**src/rtl/ysyx_22040237_lsu.sv**
```systemverilog
// ysyx_22040237_lsu -- load/store stage of the ysyx_22040237 core.
//
// Takes one instruction at a time from execute, issues a single 64-bit
// aligned memory access over a valid/ready bus with byte-lane masking, and
// returns a one-cycle writeback packet. Non-memory instructions pass
// straight through to writeback with one cycle of latency.
//
// Optional feature: define YSYX_22040237_LSU_MISALIGN_EN to trap accesses
// whose lane offset is not a multiple of the access size. They go to
// writeback with misalign_o set and never reach the bus. Without the macro,
// misalign_o is tied low and misaligned accesses are issued with a truncated
// lane mask.
module ysyx_22040237_lsu #(
  parameter int XLEN        = 64,  // only 64 is supported
  parameter int TIMEOUT_CYC = 255  // 0 disables the bus timeout
) (
  input  logic            clk,
  input  logic            rst,
  // execute side
  input  logic            in_valid_i,
  output logic            in_ready_o,
  input  logic            rd_wr_en_i,
  input  logic [4:0]      rd_idx_i,
  input  logic [XLEN-1:0] alu_res_i,
  input  logic [6:0]      ls_info_bus_i,
  input  logic [XLEN-1:0] rs2_store_i,
  // memory request channel
  output logic            mem_req_valid_o,
  input  logic            mem_req_ready_i,
  output logic            mem_req_we_o,
  output logic [XLEN-1:0] mem_req_addr_o,
  output logic [XLEN-1:0] mem_req_wdata_o,
  output logic [7:0]      mem_req_wmask_o,
  // memory response channel
  input  logic            mem_rsp_valid_i,
  input  logic [XLEN-1:0] mem_rsp_rdata_i,
  // writeback
  output logic            wb_valid_o,
  output logic            wb_rd_wr_en_o,
  output logic [4:0]      wb_rd_idx_o,
  output logic [XLEN-1:0] wb_data_o,
  output logic            bus_err_o,
  output logic            misalign_o
);

  typedef enum logic [1:0] {
    S_IDLE = 2'd0,
    S_REQ  = 2'd1,
    S_RSP  = 2'd2,
    S_WB   = 2'd3
  } state_t;

  // ls_info_bus_i = {dw, word, db, byte, usign, store, load}
  localparam int INFO_LOAD  = 0;
  localparam int INFO_STORE = 1;
  localparam int INFO_USIGN = 2;
  localparam int INFO_BYTE  = 3;
  localparam int INFO_DB    = 4;
  localparam int INFO_WORD  = 5;
  localparam int INFO_DW    = 6;

  // Access size is kept as log2(bytes): 0=1B, 1=2B, 2=4B, 3=8B.
  function automatic logic [7:0] lane_mask(input logic [1:0] size,
                                           input logic [2:0] off);
    logic [7:0] ones;
    case (size)
      2'd0:    ones = 8'h01;
      2'd1:    ones = 8'h03;
      2'd2:    ones = 8'h0F;
      default: ones = 8'hFF;
    endcase
    // Lanes shifted past byte 7 fall off the 8-bit result.
    return ones << off;
  endfunction

  // Bring the addressed lanes down to bit 0 and extend to XLEN.
  function automatic logic [XLEN-1:0] load_extend(input logic [XLEN-1:0] rdata,
                                                  input logic [2:0]      off,
                                                  input logic [1:0]      size,
                                                  input logic            usign);
    logic [XLEN-1:0] s;
    s = rdata >> {off, 3'b000};
    case (size)
      2'd0:    return usign ? {{(XLEN-8){1'b0}},  s[7:0]}
                            : {{(XLEN-8){s[7]}},  s[7:0]};
      2'd1:    return usign ? {{(XLEN-16){1'b0}}, s[15:0]}
                            : {{(XLEN-16){s[15]}}, s[15:0]};
      2'd2:    return usign ? {{(XLEN-32){1'b0}}, s[31:0]}
                            : {{(XLEN-32){s[31]}}, s[31:0]};
      default: return s;  // doubleword fills the register, nothing to extend
    endcase
  endfunction

`ifdef YSYX_22040237_LSU_MISALIGN_EN
  // True when the lane offset is not a multiple of the access size.
  function automatic logic is_misaligned(input logic [1:0] size,
                                         input logic [2:0] off);
    logic [2:0] low;
    case (size)
      2'd0:    low = 3'b000;
      2'd1:    low = 3'b001;
      2'd2:    low = 3'b011;
      default: low = 3'b111;
    endcase
    return (off & low) != 3'b000;
  endfunction
`endif

  // ---------------------------------------------------------------------
  // Incoming instruction decode
  // ---------------------------------------------------------------------
  logic       is_store_in;
  logic       is_mem_in;
  logic [2:0] off_in;
  logic [1:0] size_in;
  logic       mis_in;

  // Store wins when both load and store are flagged.
  assign is_store_in = ls_info_bus_i[INFO_STORE];
  assign is_mem_in   = ls_info_bus_i[INFO_LOAD] | ls_info_bus_i[INFO_STORE];
  assign off_in      = alu_res_i[2:0];

  // Size decode with priority dw > word > db > byte; no size bit means byte.
  // NOTE: every variable driven in an always_comb gets a default first, so no path can infer a latch.
  always_comb begin
    size_in = 2'd0;
    if (ls_info_bus_i[INFO_DW])        size_in = 2'd3;
    else if (ls_info_bus_i[INFO_WORD]) size_in = 2'd2;
    else if (ls_info_bus_i[INFO_DB])   size_in = 2'd1;
    else if (ls_info_bus_i[INFO_BYTE]) size_in = 2'd0;
  end

`ifdef YSYX_22040237_LSU_MISALIGN_EN
  assign mis_in = is_mem_in & is_misaligned(size_in, off_in);
`else
  assign mis_in = 1'b0;
`endif

  // ---------------------------------------------------------------------
  // State and latched instruction
  // ---------------------------------------------------------------------
  state_t          state_q, state_d;
  logic            we_q;
  logic            usign_q;
  logic [1:0]      size_q;
  logic            rd_wr_en_q;
  logic [4:0]      rd_idx_q;
  logic [XLEN-1:0] addr_q;
  logic [XLEN-1:0] wdata_q;
  logic [7:0]      wmask_q;
  logic [31:0]     cnt_q;
  logic            wb_wr_en_q;
  logic [XLEN-1:0] wb_data_q;
  logic            bus_err_q;
`ifdef YSYX_22040237_LSU_MISALIGN_EN
  logic            misalign_q;
`endif

  // The counter reads 0 in the first REQ cycle, so checking cnt+2 lands
  // writeback exactly TIMEOUT_CYC cycles after the accept (two at minimum).
  logic tmo_hit;
  assign tmo_hit = (TIMEOUT_CYC != 0) && ((cnt_q + 32'd2) >= 32'(TIMEOUT_CYC));

  logic accept;
  logic rsp_fire;
  logic tmo_fire;

  // Next-state decode plus the one-cycle strobes the datapath acts on.
  always_comb begin
    state_d  = state_q;
    accept   = 1'b0;
    rsp_fire = 1'b0;
    tmo_fire = 1'b0;
    case (state_q)
      S_IDLE: begin
        if (in_valid_i) begin
          accept  = 1'b1;
          state_d = (!is_mem_in || mis_in) ? S_WB : S_REQ;
        end
      end
      S_REQ: begin
        // A handshake in the same cycle as the timeout still counts.
        if (mem_req_ready_i) begin
          state_d = S_RSP;
        end else if (tmo_hit) begin
          tmo_fire = 1'b1;
          state_d  = S_WB;
        end
      end
      S_RSP: begin
        if (mem_rsp_valid_i) begin
          rsp_fire = 1'b1;
          state_d  = S_WB;
        end else if (tmo_hit) begin
          tmo_fire = 1'b1;
          state_d  = S_WB;
        end
      end
      S_WB:    state_d = S_IDLE;
      default: state_d = S_IDLE;
    endcase
  end

  // State register; reset abandons any outstanding request.
  // NOTE: sequential state is written with non-blocking assignments so every flop samples pre-edge values.
  always_ff @(posedge clk) begin
    if (rst) state_q <= S_IDLE;
    else     state_q <= state_d;
  end

  // Instruction latch, timeout counter and writeback packet construction.
  // NOTE: datapath registers are reset too, because every output must read 0 straight out of reset.
  always_ff @(posedge clk) begin
    if (rst) begin
      we_q       <= 1'b0;
      usign_q    <= 1'b0;
      size_q     <= 2'd0;
      rd_wr_en_q <= 1'b0;
      rd_idx_q   <= 5'd0;
      addr_q     <= '0;
      wdata_q    <= '0;
      wmask_q    <= 8'h00;
      cnt_q      <= 32'd0;
      wb_wr_en_q <= 1'b0;
      wb_data_q  <= '0;
      bus_err_q  <= 1'b0;
`ifdef YSYX_22040237_LSU_MISALIGN_EN
      misalign_q <= 1'b0;
`endif
    end else begin
      if (state_q == S_REQ || state_q == S_RSP) begin
        cnt_q <= cnt_q + 32'd1;
      end

      if (accept) begin
        cnt_q      <= 32'd0;
        we_q       <= is_store_in;
        usign_q    <= ls_info_bus_i[INFO_USIGN];
        size_q     <= size_in;
        rd_wr_en_q <= rd_wr_en_i;
        rd_idx_q   <= rd_idx_i;
        addr_q     <= alu_res_i;
        wdata_q    <= rs2_store_i << {off_in, 3'b000};
        wmask_q    <= lane_mask(size_in, off_in);
        bus_err_q  <= 1'b0;
`ifdef YSYX_22040237_LSU_MISALIGN_EN
        misalign_q <= mis_in;
`endif
        // Pass-through writes the ALU result; a misalign trap reports the
        // faulting address; real memory ops fill this in at the response.
        wb_wr_en_q <= is_mem_in ? 1'b0 : rd_wr_en_i;
        wb_data_q  <= (is_mem_in && !mis_in) ? '0 : alu_res_i;
      end

      // Stores keep the zero packet set up at accept.
      if (rsp_fire && !we_q) begin
        wb_wr_en_q <= rd_wr_en_q;
        wb_data_q  <= load_extend(mem_rsp_rdata_i, addr_q[2:0], size_q, usign_q);
      end

      if (tmo_fire) begin
        bus_err_q  <= 1'b1;
        wb_wr_en_q <= 1'b0;
        wb_data_q  <= '0;
      end
    end
  end

  // ---------------------------------------------------------------------
  // Outputs: decoded from state and latched data only
  // ---------------------------------------------------------------------
  assign in_ready_o      = (state_q == S_IDLE);
  assign mem_req_valid_o = (state_q == S_REQ);
  assign mem_req_we_o    = we_q;
  assign mem_req_addr_o  = {addr_q[XLEN-1:3], 3'b000};
  assign mem_req_wdata_o = wdata_q;
  assign mem_req_wmask_o = wmask_q;
  assign wb_valid_o      = (state_q == S_WB);
  assign wb_rd_wr_en_o   = wb_wr_en_q;
  assign wb_rd_idx_o     = rd_idx_q;
  assign wb_data_o       = wb_data_q;
  assign bus_err_o       = bus_err_q;
`ifdef YSYX_22040237_LSU_MISALIGN_EN
  assign misalign_o      = misalign_q;
`else
  assign misalign_o      = 1'b0;
`endif

endmodule

```
**config.mk**
```make
export PLATFORM = sky130hd
export DESIGN_NAME = ysyx_22040237_lsu
export DESIGN_NICKNAME = d
export VERILOG_FILES = /design/src/rtl/ysyx_22040237_lsu.sv
export SDC_FILE = /design/constraint.sdc
export NUM_CORES = 1
export LEC_CHECK = 0
export CAP_MARGIN = 5
export CORE_UTILIZATION = 52
export CTS_CLUSTER_SIZE = 30
export DETAILED_ROUTE_END_ITERATION = 10
export GPL_TIMING_DRIVEN = 0
export HOLD_SLACK_MARGIN = 0.06
export PLACE_DENSITY_LB_ADDON = 0.3
export SETUP_SLACK_MARGIN = 0.3
export SLEW_MARGIN = 20
export SYNTH_ARGS = -nofsm -noshare
export SYNTH_HDL_FRONTEND = slang
export SYNTH_SLANG_ARGS = --single-unit
```
**constraint.sdc**
```tcl
create_clock -name clk -period 4.6 [get_ports clk]
set_input_delay 0.46 -clock clk [delete_from_list [all_inputs] [get_ports clk]]
set_output_delay 0.46 -clock clk [all_outputs]
set_load 0.03 [all_outputs]
```
Word-level counts from Yosys, hierarchy flattened --
Index checks and enable logic that the tools add are counted.
Operators by class: add/sub/neg operators 2, order comparisons 1, equality and inequality tests 8, shift operators 3, mux-type cells 32, bitwise operators 1, reduce and logical (&&, ||, !) cells 10
Operators by type and width (count):
- 64-bit two-way mux | 6
- 64-bit case mux with 3 select lines | 1
- 64-bit by 6-bit left shift with 64-bit output | 1
- 64-bit by 6-bit >> shifter with 64-bit output | 1
- 32-bit by 1-bit adder with 32-bit output (second input constant) | 1
- 32-bit by 2-bit adder with 32-bit output (second input constant) | 1
- 32-bit by 8-bit >= comparator with 1-bit output (second input constant) | 1
- 8-bit case mux with 3 select lines | 1
- 8-bit two-way mux | 2
- 2-bit two-way mux | 7
- 1-bit two-way mux | 13
- 2-bit equality test (second input constant) | 4
- 2-bit case mux with 4 select lines | 1
- 8-bit by 3-bit left shift with 8-bit output | 1
- 2-bit by 1-bit equality test with 1-bit output (second input constant) | 3
- 2-bit zero test | 3
- 2-bit nonzero test | 2
- 2-bit OR reduction | 2
- 2-bit inequality test (second input constant) | 1
- 1-bit case mux with 2 select lines | 1
- 1-bit logical AND | 1
- 1-bit zero test | 1
- 1-bit logical OR | 1
- 1-bit bitwise OR | 1
Storage, ports and cells: register bits 246, output and inout port bits 212, word-level logic and storage cells 70

Logic depth before layout (Yosys ltp) --
Gate-level depths: netlist of run 1.
depth after elaboration 8, gate-level depth with buffers 11, depth with buffers taken out 9

Worst setup path after synthesis of run 1 --
Ideal clock, no wire load.
path type register to register, start register cnt_q[2], end register wb_data_q[43] (netlist: wb_data_o[43]), library setup time 73 ps, arrival 2689 ps, required time 4527 ps, path slack 1838 ps, stages on the path, launching flop included 12, buffers on the path 3, clock period less this slack 2762 ps, cell sequence dfxtp_1 ha_1 nand3_1 or4_4 buf_6 nor4_2 xor2_1 nor4_2 a41oi_2 buf_6 buf_8 nor3_4
On the way: longest elaborated chain between the ends 6, elaborated cells on any way between the ends 7, classes of those cells add/sub: 1; order compare: 1; mux: 4; reduce/logical: 1
Ends and longest elaborated chain:
- from (decl) | line 151 | logic [31:0] cnt_q;
- from (signal assigned) | line 232 | cnt_q <= cnt_q + 32'd1;
- 32-bit by 2-bit adder with 32-bit output (*) | line 162 | assign tmo_hit = (TIMEOUT_CYC != 0) && ((cnt_q + 32'd2) >= 32'(TIMEOUT_CYC));
- 32-bit by 8-bit >= comparator with 1-bit output (*) | line 162
- 1-bit two-way mux (*) | line 185, 194
- 1-bit two-way mux (on tied branches) | line 191, 183
- 1-bit case mux with 2 select lines (*) | line 174 | case (state_q)
- 2-bit OR reduction (no source line) (*)
- to (signal assigned) | line 252 | wb_data_q <= (is_mem_in && !mis_in) ? '0 : alu_res_i;
- to (signal assigned) | line 258 | wb_data_q <= load_extend(mem_rsp_rdata_i, addr_q[2:0], size_q, usign_q);
- to (decl) | line 153 | logic [XLEN-1:0] wb_data_q;
Mark *: on every way between the ends. The rest lies on a longest branch, timed or not. A chain may end at the register's enable or synchronous reset.

Worst setup path in the final report of run 1 --
start register state_q[0], end register wb_data_q[12] (netlist: wb_data_o[12])
On the way: longest elaborated chain between the ends 4, elaborated cells on any way between the ends 10, classes of those cells eq/ne: 2; mux: 4; reduce/logical: 4
Ends and longest elaborated chain:
- from (decl) | line 142 | state_t state_q, state_d;
- from (signal assigned) | line 208 | else state_q <= state_d;
- 2-bit equality test | line 174
- 1-bit two-way mux | line 174
- 1-bit logical AND | line 256 | if (rsp_fire && !we_q) begin
- 64-bit two-way mux or 2-bit nonzero test (tied branches)
Parallel ways exist; a longest one is shown, timed or not.

==> results.tsv, run 1 <==
metric	value	unit
outcome	finished clean	
Worst Reg-to-Reg Cells	11	
clk_skew	38.10	ps
Nets	2312	
PortBufs	411	
Die Area	0.02711	sq mm
global route overflow	0	
Initial Utilization	0.5295	
PD cells	510.7	mW/mm^2
critical path type	flip-flop to flip-flop	
first-pass GRT wire length	84540	um
Core Area	0.02598	sq mm
share of layout cells above drive strength 1	0.09702	
Final setup viols	0	
Synth Area in Compound Gates	0.2095	
io pins	422	
H-tree depth	1	
Synth Register Bits	246	
XOR/XNOR Fraction of Synth Area	0.02482	
main combinational cell family by area after synthesis	compound AO/OA/AOI/OAI gates	
Detail Route Antenna Nets	0	
Synth area leader	dfxtp_1	
TNS Setup	0	ps
# rows	59	
dpl hpwl	44950	um
worst hold start	ls_info_bus_i[6]	
Slew Viols, Final	0	
Post-CTS Setup Inserts	0	
via count	15220	
TritonCTS Buffers	27	
synth warn	0	
Final min period	3458	ps
proportion of synthesized area in mux cells	0.1276	
Peak VDD IR	0.0004147	V
cell leakage power	0.006949	uW
# resized after CTS	0	
crit start category	flip-flop	
WHS Endpoint	size_q[0]	
DIE WIDTH	164.7	um
final wirelength	58140	um
relative slew slack	0.2103	
register area share after synthesis	0.3579	
setup ws final	1142	ps
reg2reg end	wb_data_o[12]	
Post-Synthesis Cells	1651	
Final Hold Fails	0	
clock transition at the registers of the reported paths	60	ps
fin crit share	0.7517	
Synth top area share	0.3579	
met3 WL	6403	um
hold depth	3	
routed wl met2	26070	um
Setup crit end kind	flip-flop	
post-synthesis simple-gate area fraction	0.1885	
share of flip-flops with an asynchronous set or reset	0	
Max Used Layer	met4	
Crit path arrival time	3960	ps
Synth Area in Adders	0.007093	
Netlist cell types	68	
GPL Wtd Cong	1.055	
filler instances	1923	
CTS tree	done	
critical path fanouts, max	10	
Synth area leaders	dfxtp_1 (36%), mux2i_1 (8.6%), nand2_1 (6.1%)	
Cell Area, Synth	0.01376	sq mm
maximum clock rate	289.2	MHz
worst slew pin tran	1175	ps
Post-CTS Hold Buffers	0	
Synth Flop Type	dfxtp_1	
final instance area	0.01926	sq mm
CP required	5110	ps
Skew-Pair Late Insertion Delay	570	ps
Post-DP Area	0.01832	sq mm
Area Growth Syn to Fin	39.96	%
FF-to-FF setup slack	1140	ps
largest net degree at the start of global routing	15	
maxcap violations	0	
unrepaired setup endpoints after global routing	no	
Routed met1 length	22400	um
Syn Area/Cell	8.334	sq um
vias in the first global route	14530	
clock root buffer	clkbuf_16	
number of flops mapped to enable cells by yosys	0	
Initial DRT Pass Iterations	8	
hold_ws	414.4	ps
die height	164.7	um
Sink Count	246	
Total GRT Usage	0.4110	
routed len/inst	23.74	um
reg-to-reg startpoint	state_q[0]	
DRC viols	0	
DR vias/cell	6.214	
initial antenna violation count	0	
Max Root-Sink Buffers	3	
dpl ws	1094	ps
drt initial violations	1594	
Hold/Removal Path Class	input pin to flip-flop	
-- metrics by stage --
| stage | cells | util | total power [uW] |
|---|---|---|---|
| finish | 2449 | 0.7411 | 9835 |
| global route | 2448 | 0.7410 | 10160 |
| CTS | 2448 | 0.7410 | 9721 |
| detailed placement | 2401 | 0.7049 | 7428 |
| global placement | 2400 | 0.7044 | 7337 |
| floorplan | 1654 | - | 5597 |
-- cell usage after synthesis, types with 18 or more instances --
| cell type | n |
|---|---|
| nor3_1 | 45 |
| a22o_1 | 37 |
| a21oi_1 | 139 |
| dfxtp_1 | 246 |
| mux4_2 | 19 |
| nor2_1 | 166 |
| o22ai_1 | 19 |
| xnor2_1 | 20 |
| a31oi_1 | 18 |
| a221oi_1 | 54 |
| nand3_1 | 19 |
| buf_1 | 20 |
| clkbuf_1 | 113 |
| a211oi_1 | 42 |
| xor2_1 | 19 |
| buf_4 | 65 |
| nand2_1 | 224 |
| o21ai_0 | 52 |
| mux2i_1 | 118 |
-- kinds of logic (layout without fill, tap and decap cells) --
group	Yosys count	count (layout)
xor+xnor	39	39
flops	246	246
mux	150	150
compound gates	426	426
other cells	1	5
simple gates	552	552
buf+inv	229	688
fa+ha+maj	8	8
-- placed cells by master, fill, tap and decap left out, types with 10 or more instances in the layout --
cell type        netlist  routed
nand2b_1              10      10
a22o_1                37      37
xor2_1                19      19
xnor2_1               20      20
a31oi_1               18      18
clkdlybuf4s50_1        0     411
a221oi_1              54      54
a22oi_1               14      14
clkbuf_16              0      27
buf_1                 20      20
o22ai_1               19      19
dfxtp_1              246     246
nor2b_1               14      14
nand4_1               11      11
buf_4                 65      66
mux2i_1              118     118
nor3_2                11      12
mux4_2                19      19
clkbuf_8               0      10
nand2_1              224     224
nand3_1               19      19
o21ai_0               52      52
nor3_1                45      44
inv_1                 14      14
clkbuf_1             113     114
a21oi_1              139     139
nor2_1               166     166
mux2_2                13      13
buf_2                 12      12
nor3_4                10      10
a211oi_1              42      42
o211ai_1              10      10
-- registers in the layout, indices dropped and copies added, names as in the netlist --
register and count:
addr_q 64, mem_req_wdata_o 64, wb_data_o 64, cnt_q 32, mem_req_wmask_o 8, wb_rd_idx_o 5, size_q 2, state_q 2
bus_err_o 1, mem_req_we_o 1, rd_wr_en_q 1, usign_q 1, wb_rd_wr_en_o 1
-- critical path, cell delays in order (launching register included) --
cell and delay [ps]:
dfxtp_1 360, inv_1 100, ha_1 240, clkbuf_1 290
nand2_1 400, nor3_1 350, clkbuf_1 630, clkbuf_1 530
a21oi_1 140, a21oi_1 190, a21oi_1 60, nor2_1 110
-- how the worst max path moves through the flow --
| stage | start | end | slack (ps) | depth (start not counted) |
|---|---|---|---|---|
| after global placement | in_valid_i | mem_req_wdata_o[2] | 820 | 7 |
| after floorplan | cnt_q[2] | wb_data_o[43] | 1840 | 11 |
| after CTS | cnt_q[1] | wb_data_o[48] | 1260 | 11 |
| after global routing | state_q[0] | wb_data_o[14] | 1010 | 11 |
| final | state_q[0] | wb_data_o[12] | 1140 | 11 |
| after detailed placement | alu_res_i[0] | mem_req_wdata_o[61] | 1090 | 7 |
-- final cells by class --
cell class / count / area, sq um / share of cell area
Tap cell: 335 / 419.2 / 0.02177
Inverter: 14 / 52.55 / 0.002729
Antenna cell: 1 / 2.502 / 0.0001299
Buffer: 215 / 1107 / 0.05750
Multi-Input combinational cell: 1179 / 7691 / 0.3994
Timing Repair Buffer: 412 / 4121 / 0.2140
Clock buffer: 38 / 817.0 / 0.04243
Clock inverter: 9 / 121.4 / 0.006302
Sequential cell: 246 / 4925 / 0.2557
-- report_power, final --
| part | switching, uW | internal [uW] |
|---|---|---|
| clock network | 938 | 1350 |
| logic | 2880 | 1800 |
| registers | 297 | 2580 |
| total | 4110 | 5720 |
-- per-layer routing --
metal,vias to the layer above,GRT usage
met4,0,0.2064
met2,969,0.6488
li1,6775,-
met5,-,0
met3,212,0.1100
met1,7261,0.5151
Power figures use the tool's default switching activity.
==> run 2: changes to the inputs <==
--- a/config.mk
+++ b/config.mk
@@ -6,7 +6,7 @@
 export NUM_CORES = 1
 export LEC_CHECK = 0
 export CAP_MARGIN = 5
-export CORE_UTILIZATION = 52
+export CORE_UTILIZATION = 48
 export CTS_CLUSTER_SIZE = 30
 export DETAILED_ROUTE_END_ITERATION = 10
 export GPL_TIMING_DRIVEN = 0
==> constraint.sdc (replaced) <==
create_clock -name clk -period 3.6 [get_ports clk]
set_input_delay 0.36 -clock clk [delete_from_list [all_inputs] [get_ports clk]]
set_output_delay 0.36 -clock clk [all_outputs]
set_load 0.03 [all_outputs]
==> run 2 against run 1 <==
Effect of this change: design area up 0.62%; fmax increased by 10%; first-iteration DRC count down 5.6%; largest power group unchanged; highest routed layer unchanged.
==> results.tsv, run 2 (synthesis gave the netlist of run 1 again) <==
metric	value	unit	change
Worst path max stage delay	650	ps	+20 ps
CP required	4030	ps	-1080 ps
clock share of power	0.236		+0.003
Total GRT Usage	0.3843		-0.02672
first-pass GRT wire length	85260	um	+0.85%
CP max-delay cell	buf_1		
dpl hpwl	45370	um	+0.94%
clock transition at the registers of the reported paths	60	ps	about the same
CTS tree	done		
relative slew slack	0.2518		+0.04150
DIE WIDTH	171.3	um	+4.0%
Crit path arrival time	3570	ps	-390 ps
fin crit share	0.8721		+0.1204
# rows	61		+3.4%
CP cell instances	buf_2 -> buf_2 -> buf_1 -> clkbuf_1 -> nand2b_1 -> o22ai_1 -> a221oi_1 -> nor2_1		
routed len/inst	23.35	um	-1.6%
Seq pwr share	0.292		about the same
largest net degree at the start of global routing	14		-1
non-filler cells, final	2502		+2.2%
Initial DRT Pass Iterations	7		-1
io pins	422		unchanged
Core Area	0.02801	sq mm	+7.8%
die height	171.3	um	+4.0%
critical path type	flip-flop to flip-flop		
Peak VDD IR	0.0004792	V	+16%
crit start category	flip-flop		
overall power	12580	uW	+28%
initial antenna violation count	7		+7
Slew Viols, Final	0		unchanged
maxcap violations	0		unchanged
DR vias/cell	6.022		-3.1%
clock root buffer	clkbuf_16		
drt initial violations	1504		-5.6%
Hold/Removal Path Class	input pin to flip-flop		
Final Hold Fails	0		unchanged
TritonCTS Buffers	27		unchanged
Top cell by count, worst path	buf_2		
maximum clock rate	318.5	MHz	+10%
critical path fanouts, max	10		unchanged
filler instances	2302		+20%
Sink Count	246		unchanged
via count	15070		-0.98%
worst slew pin tran	1118	ps	-57.34 ps
commonest non-fill, non-tap cells in the layout	clkdlybuf4s50_1 (411), dfxtp_1 (244), nand2_1 (224)		
Nets	2313		+0.043%
Setup crit end kind	flip-flop		
final wirelength	58430	um	+0.49%
Int Power	7387	uW	+29%
PD cells	649.1	mW/mm^2	+27%
cell leakage power	0.006977	uW	+0.41%
vias in the first global route	14430		-0.64%
outcome	finished clean		
commonest non-fill, non-tap cell in the layout	clkdlybuf4s50_1		
Initial Utilization	0.4912		-0.03829
unrepaired setup endpoints after global routing	no		
GPL Wtd Cong	1.001		-5.1%
switching pwr	5190	uW	+26%
delay-heaviest family, CP	buffers and inverters		
PortBufs	411		unchanged
share of layout cells above drive strength 1	0.1011		+0.004116
DRC viols	0		unchanged
placed insts	2444		+1.8%
Max Root-Sink Buffers	3		unchanged
global route overflow	0		unchanged
clk_skew	17.80	ps	-20.30 ps
Area Growth Syn to Fin	40.83	%	
Skew-Pair Late Insertion Delay	550	ps	-20 ps
Worst Path Buf+Inv	4		unchanged
Die Area	0.02935	sq mm	+8.2%
Final min period	3139	ps	-318.4 ps
fin util	0.6918		-0.04931
switching share of power	0.4127		-0.005286
Detail Route Antenna Nets	0		unchanged
Comb pwr share	0.473		-0.002
H-tree depth	1		unchanged
Final setup viols	0		unchanged
## run 2: worst paths after layout
kind                     from       endpoint  slack (ps)  depth (start not counted)
max reg2reg         addr_q[1]  wb_data_o[23]         460                          8
min          ls_info_bus_i[6]      size_q[0]         280                          3
max                 addr_q[1]  wb_data_o[23]         460                          8
min reg2reg        addr_q[13]     addr_q[13]         450                          2
## run 2: metal layers
| metal | wire, um | up-vias | global-route usage |
|---|---|---|---|
| met2 | 26320 | 848 | 0.6071 |
| met4 | 3128 | 0 | 0.1922 |
| li1 | - | 6783 | - |
| met3 | 5642 | 200 | 0.09618 |
| met1 | 23330 | 7237 | 0.4861 |
| met5 | 0 | - | 0 |
## run 2: layout make-up
type / count / area, sq um / share of cell area
buffer: 215 / 1115 / 0.05753
sequential: 246 / 4927 / 0.2543
clock inverter: 9 / 157.7 / 0.008136
antenna: 8 / 20.02 / 0.001033
clock buffer: 40 / 784.5 / 0.04049
tap: 378 / 473.0 / 0.02441
multi-input combinational: 1179 / 7719 / 0.3983
inverter: 14 / 52.55 / 0.002712
timing repair buffer: 413 / 4129 / 0.2131
## run 2: power groups by stage
stage                     Sequential (uW)  Clock (uW)  Combinational (uW)
after floorplan                      4410           0                2740
after global placement               3670           0                5750
after detailed placement             3690           0                5820
after CTS                            3650        2960                5860
after global routing                 3710        3090                6270
final                                3670        2960                5950
## run 2: metrics by stage
step	worst slack, ps	hold slack (ps)	setup TNS (ps)	area (sq um)
2_1_floorplan	837.8	436.7	0	13770
3_3_place_gp	-133.9	438.6	-1090	18360
3_5_place_dp	-1.596	440.3	-1.596	18370
4_1_cts	327.5	258.9	0	19320
5_1_grt	292.0	336.7	0	19370
6_report	460.5	283.9	0	19380
## run 2: worst register-to-register path, delay by kind of cell (launching register included)
family / cells / cell delay, ps
AND/OR/NAND/NOR: 2 / 440
flip-flops: 1 / 310
AO/OA/AOI/OAI: 2 / 610
buffers and inverters: 4 / 1650
## run 2: timing repair
item | CTS | global route
setup endpoints to repair | 17 | 75
pin swaps | 0 | 1
hold buffers | 0 | 0
resized for setup | 1 | 19
endpoints found under the hold margin | 0 | 0
setup buffers | 0 | 1
